==> config.mk <==
export PLATFORM = sky130hd
export DESIGN_NAME = zbieracz_wejsc
export DESIGN_NICKNAME = d
export VERILOG_FILES = /design/src/rtl/zbieracz_wejsc.sv
export SDC_FILE = /design/constraint.sdc
export NUM_CORES = 1
export LEC_CHECK = 0
export CAP_MARGIN = 20
export CORE_MARGIN = 1.5
export CORE_UTILIZATION = 45
export CTS_BUF_LIST = sky130_fd_sc_hd__clkbuf_8
export DETAILED_ROUTE_END_ITERATION = 8
export GPL_TIMING_DRIVEN = 1
export PLACE_DENSITY_LB_ADDON = 0.2
export RECOVER_POWER = 50
export SLEW_MARGIN = 20
export SYNTH_ARGS = -nofsm -noshare
export SYNTH_HDL_FRONTEND = slang
export SYNTH_SLANG_ARGS = --single-unit
export TNS_END_PERCENT = 30
==> constraint.sdc <==
create_clock -name zegar -period 1.7 [get_ports zegar]
set_input_delay 0.255 -clock zegar [delete_from_list [all_inputs] [get_ports zegar]]
set_output_delay 0.255 -clock zegar [all_outputs]
set_load 0.03 [all_outputs]
==> src/rtl/zbieracz_wejsc.sv <==
// Collects six 4-bit words into one registered block for the sorting network; optional short blocks via ZBIERACZ_DOPELNIENIE_EN.
// Latency: wy_wazne rises the cycle after the edge accepting the last word; one block per 7 cycles at best.
// Backpressure: we_gotowy is low while a full block waits for wy_przyjete; the upstream holds its word.
module zbieracz_wejsc #(
    parameter int SZEROKOSC = 4,
    parameter int LICZBA    = 6
) (
    input  logic                          zegar,
    input  logic                          reset_n,
    input  logic [SZEROKOSC-1:0]          we_dane,
    input  logic                          we_wazne,
    output logic                          we_gotowy,
    output logic [SZEROKOSC*LICZBA-1:0]   wy_dane,
    output logic                          wy_wazne,
    input  logic                          wy_przyjete
`ifdef ZBIERACZ_DOPELNIENIE_EN
    ,
    input  logic                          we_ostatni,
    output logic [2:0]                    wy_liczba
`endif
);

    localparam int LW = (LICZBA > 1) ? $clog2(LICZBA) : 1;

    typedef enum logic {
        ZBIERANIE = 1'b0,
        PELNY     = 1'b1
    } stan_t;

    stan_t                                r_stan;
    stan_t                                w_stan_nast;
    logic [LW-1:0]                        r_licznik;
    logic [LW-1:0]                        w_licznik_nast;
    logic [LICZBA-1:0][SZEROKOSC-1:0]     r_sloty;
    logic [LICZBA-1:0][SZEROKOSC-1:0]     w_sloty_nast;
    logic                                 w_koniec;
    logic                                 w_ostatni;

`ifdef ZBIERACZ_DOPELNIENIE_EN
    assign w_ostatni = we_ostatni;
`else
    assign w_ostatni = 1'b0;
`endif

    always_comb begin
        w_stan_nast    = r_stan;
        w_licznik_nast = r_licznik;
        w_sloty_nast   = r_sloty;
        w_koniec       = 1'b0;
        case (r_stan)
            ZBIERANIE: begin
                if (we_wazne) begin
                    w_koniec = (r_licznik == LW'(LICZBA - 1)) || w_ostatni;
                    // Padding slots get all-ones so they sort to the top outputs.
                    for (int i = 0; i < LICZBA; i++) begin
                        if (LW'(i) == r_licznik) begin
                            w_sloty_nast[i] = we_dane;
                        end else if (w_ostatni && (LW'(i) > r_licznik)) begin
                            w_sloty_nast[i] = '1;
                        end
                    end
                    if (w_koniec) begin
                        w_stan_nast    = PELNY;
                        w_licznik_nast = '0;
                    end else begin
                        w_licznik_nast = r_licznik + 1'b1;
                    end
                end
            end
            PELNY: begin
                if (wy_przyjete) begin
                    w_stan_nast = ZBIERANIE;
                end
            end
            default: w_stan_nast = ZBIERANIE;
        endcase
    end

    always_ff @(posedge zegar or negedge reset_n) begin
        if (!reset_n) begin
            r_stan    <= ZBIERANIE;
            r_licznik <= '0;
            r_sloty   <= '0;
        end else begin
            r_stan    <= w_stan_nast;
            r_licznik <= w_licznik_nast;
            r_sloty   <= w_sloty_nast;
        end
    end

`ifdef ZBIERACZ_DOPELNIENIE_EN
    logic [2:0] r_liczba;

    // The closing word sits in slot licznik, so the real word count is licznik+1.
    always_ff @(posedge zegar or negedge reset_n) begin
        if (!reset_n) begin
            r_liczba <= 3'd0;
        end else if (w_koniec) begin
            r_liczba <= 3'(r_licznik) + 3'd1;
        end
    end

    assign wy_liczba = r_liczba;
`endif

    assign we_gotowy = (r_stan == ZBIERANIE);
    assign wy_wazne  = (r_stan == PELNY);
    assign wy_dane   = r_sloty;

endmodule

==> impl_results.md, run 1 <==
- Number of global-route vias before repair: 738
- Drt wl/cell: 16.1 um
- Synth async-reset ratio: 100%
- Antenna Nets Post-Route: 0
- Diode count: 0
- Worst path bufs/invs: 1
- Multi-input logic area: 399 um^2
- Post-CTS Hold Fix Bufs: 0
- CP Launch Type: flop
- Fillers: 175
- Outcome: finished, final reports clean
- Max Clock Skew: 1.70 ps
- Crit-path max cell delay: 680 ps
- Synth Flop Type: dfrtp_1
- Nets: 121
- Skew-Pair Late Insertion Delay: 270 ps
- Slowest CP cell: clkdlybuf4s50_1
- Arr. time, crit path: 1330 ps
- Unrepaired setup endpoints after global routing: false
- Syn_nets: 81
- Die height: 53.1 um
- Design Power: 3.47 mW
- Total CTS buffers: 3
- TritonCTS clock tree: built
- Row cnt: 17
- Max Root-Sink Buffers: 2
- Final period util: 93.0%
- CTS clk-pin slew, worst paths: 90 ps
- Htree depth: 1
- DRT iter0 DRCs: 0
- Pin count of the biggest net entering global routing: 29
- CTS root buffer: clkbuf_8
- Peak supply drop: 1260 uV
- Total congestion overflow: 0
- Final Max Slew Viols: 0
- Setup Fix Bufs, Post-CTS: 0
- Final wirelength: 2240 um
- Die W: 53.1 um
- Syn Inst Count: 72
- Post-route worst setup slack: 118 ps
- Placed cell count: 135
- Hold path depth: 1
- Hold crit path type: reg -> reg
- Post-synth EDFFs: 0
- Core ar.: 0.00230 mm^2
- Final setup viols: 0
- Area leader, netlist: dfrtp_1
- Crit path max fanout: 2
- Initial antenna violation count: 0
- Starting Density: 49.1%
- Synth warn: 0
- Hold slack: 511 ps
- Cell area after synthesis: 0.00113 mm^2
- Max Cap Viol: 0
- Slew headroom: 54.9%
- Fin cells: 139
- Sum Neg Setup Slack: 0 ps
- Post-CTS Resized: 2
- Cell family with most CP delay: buffers and inverters
- All-layer global routing usage: 18.6%
- GP Congestion: 0.697
- Layout cells sized above 1: 27.9%
- Post-synthesis sequential area ratio: 62.2%
- Count leader, synth: dfrtp_1
- Final hold vios: 0
- Die area: 0.00281 mm^2
- Slew @ Worst Pin: 677 ps
- Leak Pwr: 0.669 nW
- Synth unique cells: 18
- Seq cells post-synth: 28
- Crit Path Class: reg -> out
- FF-to-FF path depth: 3
- Syn_area_per_cell: 15.7 um^2
- First drt pass iteration count: 1
- IO Pins: 34
- DRC viols: 0
- Crit path capture type: output pin
- Detailed-route via count: 709
- F_max: 0.632 GHz
- Port Buf Inserts: 33
- Power Density: 2260 mW/mm^2
- Top-area cell type share of the netlist area: 62.2%
- Sink Count: 28
- Place WS: 21.8 ps
- Crit. path cell count: 1
- Tmin final: 1580 ps
- Footprint of the flip-flops and latches: 701 um^2
- Syn-to-layout area delta: 36.4%
- CP cell instances: clkdlybuf4s50_1
- CP Data Required Time: 1440 ps
- Vias/cell: 5.10
- Post-synth top cells: 28 x dfrtp_1, 24 x mux2_2, 3 x nand2_1, 2 x inv_1, 2 x o21ai_0
- First-pass GRT wire length: 3580 um
- Synth top area cells: dfrtp_1 62%, mux2_2 24%, nor4_4 1.9%
[worst paths after layout]
| path | end | slack, ps | startpoint |
|---|---|---|---|
| max in group asynchronous | wy_dane[21] | 720 | reset_n |
| max reg2reg | wy_dane[21] | 170 | wy_wazne |
| max | wy_dane[0] | 120 | wy_dane[0] |
| min reg2reg | wy_dane[9] | 510 | wy_dane[9] |
| min | wy_dane[9] | 510 | wy_dane[9] |
| min in group asynchronous | r_licznik[0] | 540 | reset_n |
[registers in the layout (all words and copies together) (netlist names)]
name / count
wy_dane: 24
r_licznik: 3
wy_wazne: 1
[cell families after synthesis]
logic type / after synthesis / synth area share, %
flip-flops: 28 / 62.2
multiplexers: 24 / 24.0
AND/OR/NAND/NOR: 13 / 9.55
AO/OA/AOI/OAI: 3 / 1.78
buffers and inverters: 2 / 0.666
XOR/XNOR: 1 / 0.777
adder cells (fa/ha/maj): 1 / 1.11
[placed cells by master (no fill, tap or decap), types with 2 or more instances in the layout]
cell type,Yosys,final
clkdlybuf4s50_1,0,29
dfrtp_1,28,28
mux2_2,24,24
nand2_1,3,4
clkbuf_8,0,4
inv_1,2,2
o21ai_0,2,2
dlygate4sd3_1,0,2
dlygate4sd2_1,0,2
[per-layer routing]
| layer | vias to the layer above | GRT usage (%) | part of all wire (%) |
|---|---|---|---|
| met5 | - | 0 | 0 |
| met4 | 0 | 7.69 | 1.6 |
| met3 | 5 | 5.37 | 4.6 |
| met2 | 18 | 31.9 | 51 |
| met1 | 353 | 21.7 | 43 |
| li1 | 333 | - | - |
[area by class of cell]
cell class | instances | area share [%]
Inverter | 2 | 0.488
Multi-Input combinational cell | 42 | 26.0
Sequential cell | 28 | 45.6
Tap cell | 28 | 2.28
Clock buffer | 4 | 3.58
Timing Repair Buffer | 35 | 22.1
[stage by stage]
step                      instance area, um^2  util [%]
after floorplan                          1130         -
after global placement                   1510      65.6
after detailed placement                 1510      65.6
after CTS                                1560      67.9
after global routing                     1540      66.9
final                                    1540      66.9
[power by group]
| group | total [mW] | internal (mW) | switching (mW) | leakage (nW) |
|---|---|---|---|---|
| registers | 1.24 | 1.00 | 0.232 | 0.339 |
| clock network | 0.399 | 0.207 | 0.192 | 0.0288 |
| logic | 1.84 | 0.851 | 0.984 | 0.301 |
| total | 3.47 | 2.06 | 1.41 | 0.669 |
Note: power is estimated with default switching activity, not from simulation.
==> inputs of run 2 (changes only) <==
--- a/config.mk
+++ b/config.mk
@@ -6,7 +6,7 @@
 export NUM_CORES = 1
 export LEC_CHECK = 0
 export CAP_MARGIN = 20
-export CORE_MARGIN = 1.5
+export CORE_MARGIN = 5
 export CORE_UTILIZATION = 45
 export CTS_BUF_LIST = sky130_fd_sc_hd__clkbuf_8
 export DETAILED_ROUTE_END_ITERATION = 8
==> run 2 against run 1 <==
Die area is 28% higher; highest routed layer unchanged; clock power is 29% higher; core utilization is 3.0 points lower; sequential power hardly changed; clock skew hardly changed; global-route usage is 4.7 points lower; register-to-register slack worse by 20 ps; non-clock buffer count stayed put.
==> impl_results.md, run 2 (synthesized netlist as in run 1, its figures left out) <==
- Peak supply drop: 1310 uV (was 1260 uV)
- Commonest cells after routing, fill and taps aside: 30 x clkdlybuf4s50_1, 28 x dfrtp_1, 24 x mux2_2, 3 x nand2_1, 3 x clkbuf_8 (was 29 x clkdlybuf4s50_1, 28 x dfrtp_1, 24 x mux2_2, 4 x nand2_1, 4 x clkbuf_8)
- Unrepaired setup endpoints after global routing: false (unchanged)
- Slew headroom: 55.4% (was 54.9%)
- Slew @ Worst Pin: 669 ps (was 677 ps)
- CP Data Required Time: 1440 ps (about the same)
- Post-CTS Hold Fix Bufs: 0 (unchanged)
- Max Root-Sink Buffers: 2 (unchanged)
- CTS root buffer: clkbuf_8 (unchanged)
- Power Density: 2300 mW/mm^2 (was 2260 mW/mm^2)
- Outcome: finished, final reports clean (unchanged)
- Footprint of the flip-flops and latches: 701 um^2 (unchanged)
- GP Congestion: 0.669 (was 0.697)
- Crit-path max cell delay: 700 ps (was 680 ps)
- First drt pass iteration count: 4 (was 1)
- Fillers: 213 (was 175)
- Final Max Slew Viols: 0 (unchanged)
- Starting Density: 46.3% (was 49.1%)
- Arr. time, crit path: 1350 ps (was 1330 ps)
- IO Pins: 34 (unchanged)
- Crit. Startpoint: wy_dane[6] (was wy_dane[0])
- Final period util: 94.2% (was 93.0%)
- Number of global-route vias before repair: 776 (was 738)
- R2r setup slk: 150 ps (was 170 ps)
- DRC viols: 0 (unchanged)
- Total CTS buffers: 3 (unchanged)
- Htree depth: 1 (unchanged)
- Pin count of the biggest net entering global routing: 29 (unchanged)
- Core ar.: 0.00243 mm^2 (was 0.00230 mm^2)
- Die height: 60.1 um (was 53.1 um)
- Hold crit path type: reg -> reg (unchanged)
- Switching power total: 1.41 mW (about the same)
- Sum Neg Setup Slack: 0 ps (unchanged)
- FF-to-FF path depth: 2 (was 3)
- All-layer global routing usage: 13.9% (was 18.6%)
- Crit path max fanout: 2 (unchanged)
- F_max: 0.625 GHz (was 0.632 GHz)
- Final setup viols: 0 (unchanged)
- Die W: 60.1 um (was 53.1 um)
- Row cnt: 18 (was 17)
- CP Launch Type: flop (unchanged)
- Skew-Pair Late Insertion Delay: 270 ps (about the same)
- Die area: 0.00361 mm^2 (was 0.00281 mm^2)
- Clock Power Share: 14.4% (was 11.5%)
- Crit. path cell count: 1 (unchanged)
- Design Power: 3.57 mW (was 3.47 mW)
- Diode count: 0 (unchanged)
- Vias/cell: 5.10 (about the same)
- Sink Count: 28 (unchanged)
- Port Buf Inserts: 33 (unchanged)
- CTS clk-pin slew, worst paths: 90 ps (about the same)
- Max Clock Skew: 1.68 ps (was 1.70 ps)
- HPWL after DPL: 1690 um
- Cell family with most CP delay: buffers and inverters (unchanged)
- Slowest CP cell: clkdlybuf4s50_1 (unchanged)
- Combinational power share: 51.2% (was 52.9%)
- Worst r2r src: wy_wazne (unchanged)
- Syn-to-layout area delta: 38.0% (was 36.4%)
- Detailed-route via count: 719 (was 709)
- Worst path bufs/invs: 1 (unchanged)
- Commonest non-fill, non-tap cell in the layout: clkdlybuf4s50_1 (unchanged)
- Crit Path Class: reg -> out (unchanged)
- Max Cap Viol: 0 (unchanged)
- Tmin final: 1600 ps (was 1580 ps)
- Nets: 121 (unchanged)
- DRT iter0 DRCs: 9 (was 0)
- CP cell instances: clkdlybuf4s50_1 (unchanged)
- Drt wl/cell: 16.2 um (was 16.1 um)
- RR Endpoint: wy_dane[5] (was wy_dane[21])
- Crit path capture type: output pin (unchanged)
- First-pass GRT wire length: 3660 um (was 3580 um)
- Layout cells sized above 1: 29.7% (was 27.9%)
- Power Internal: 2.17 mW (was 2.06 mW)
- Total congestion overflow: 0 (unchanged)
- Sequential share of power: 34.5% (was 35.6%)
- Largest register FFs: 24 (unchanged)
- Initial antenna violation count: 0 (unchanged)
- TritonCTS clock tree: built (unchanged)
- Critical Path End: wy_dane[6] (was wy_dane[0])
- Final wirelength: 2290 um (was 2240 um)
- Final hold vios: 0 (unchanged)
- Leak Pwr: 0.675 nW (was 0.669 nW)
- Antenna Nets Post-Route: 0 (unchanged)
- Switching power share of the total: 39.3% (was 40.6%)
- Multi-input logic area: 398 um^2 (was 399 um^2)
-- run 2: per-stage QoR --
stage	hold slack [ps]	cell area [um^2]	setup WS (ps)	cells	utilization, %
floorplan	-40.6	1130	238	72	-
global placement	489	1510	40.1	137	62.1
detailed placement	492	1510	12.9	137	62.1
CTS	357	1580	89.6	141	64.9
global route	536	1560	79.2	141	63.9
finish	510	1560	99.1	141	63.9
-- run 2: final cells by class --
type / instances / area share, %
sequential: 28 / 45.1
multi-input combinational: 42 / 25.6
timing repair buffer: 35 / 21.9
tap: 30 / 2.41
clock buffer: 3 / 2.65
clock inverter: 1 / 1.93
inverter: 2 / 0.483
-- run 2: routing by layer --
| layer | vias to the layer above | wire length [um] | track usage [%] |
|---|---|---|---|
| met5 | - | 0 | 0 |
| met3 | 2 | 96 | 3.24 |
| met2 | 21 | 1160 | 22.8 |
| li1 | 333 | - | - |
| met1 | 363 | 1020 | 18.0 |
| met4 | 0 | 13 | 4.75 |
-- run 2: worst min-delay path by stage --
| stage | start | end | slack, ps | depth (start not counted) |
|---|---|---|---|---|
| after detailed placement | wy_dane[9] | wy_dane[9] | 490 | 1 |
| after global placement | wy_dane[12] | wy_dane[12] | 490 | 1 |
| after floorplan | reset_n | r_licznik[0] | -40 | 0 |
| final | wy_dane[22] | wy_dane[22] | 510 | 1 |
| after CTS | reset_n | wy_dane[0] | 360 | 2 |
| after global routing | wy_dane[11] | wy_dane[11] | 540 | 1 |
-- run 2: worst reg2reg max path: stages (launching register included) --
cell and delay, ps:
dfrtp_1 460, nor4_2 580, mux2_2 400
-- run 2: what timing repair did --
| action | 4_1_cts | 5_1_grt |
|---|---|---|
| resized for setup | 2 | 0 |
| endpoints found under the setup margin | 2 | 0 |
| setup buffers | 0 | 0 |
-- run 2: power groups by stage --
| stage | combinational (mW) | clock, mW | sequential, mW |
|---|---|---|---|
| 2_1_floorplan | 0.507 | 0 | 1.83 |
| 3_3_place_gp | 1.86 | 0 | 1.25 |
| 3_5_place_dp | 1.88 | 0 | 1.27 |
| 4_1_cts | 1.87 | 0.529 | 1.26 |
| 5_1_grt | 1.93 | 0.550 | 1.28 |
| 6_report | 1.83 | 0.513 | 1.23 |
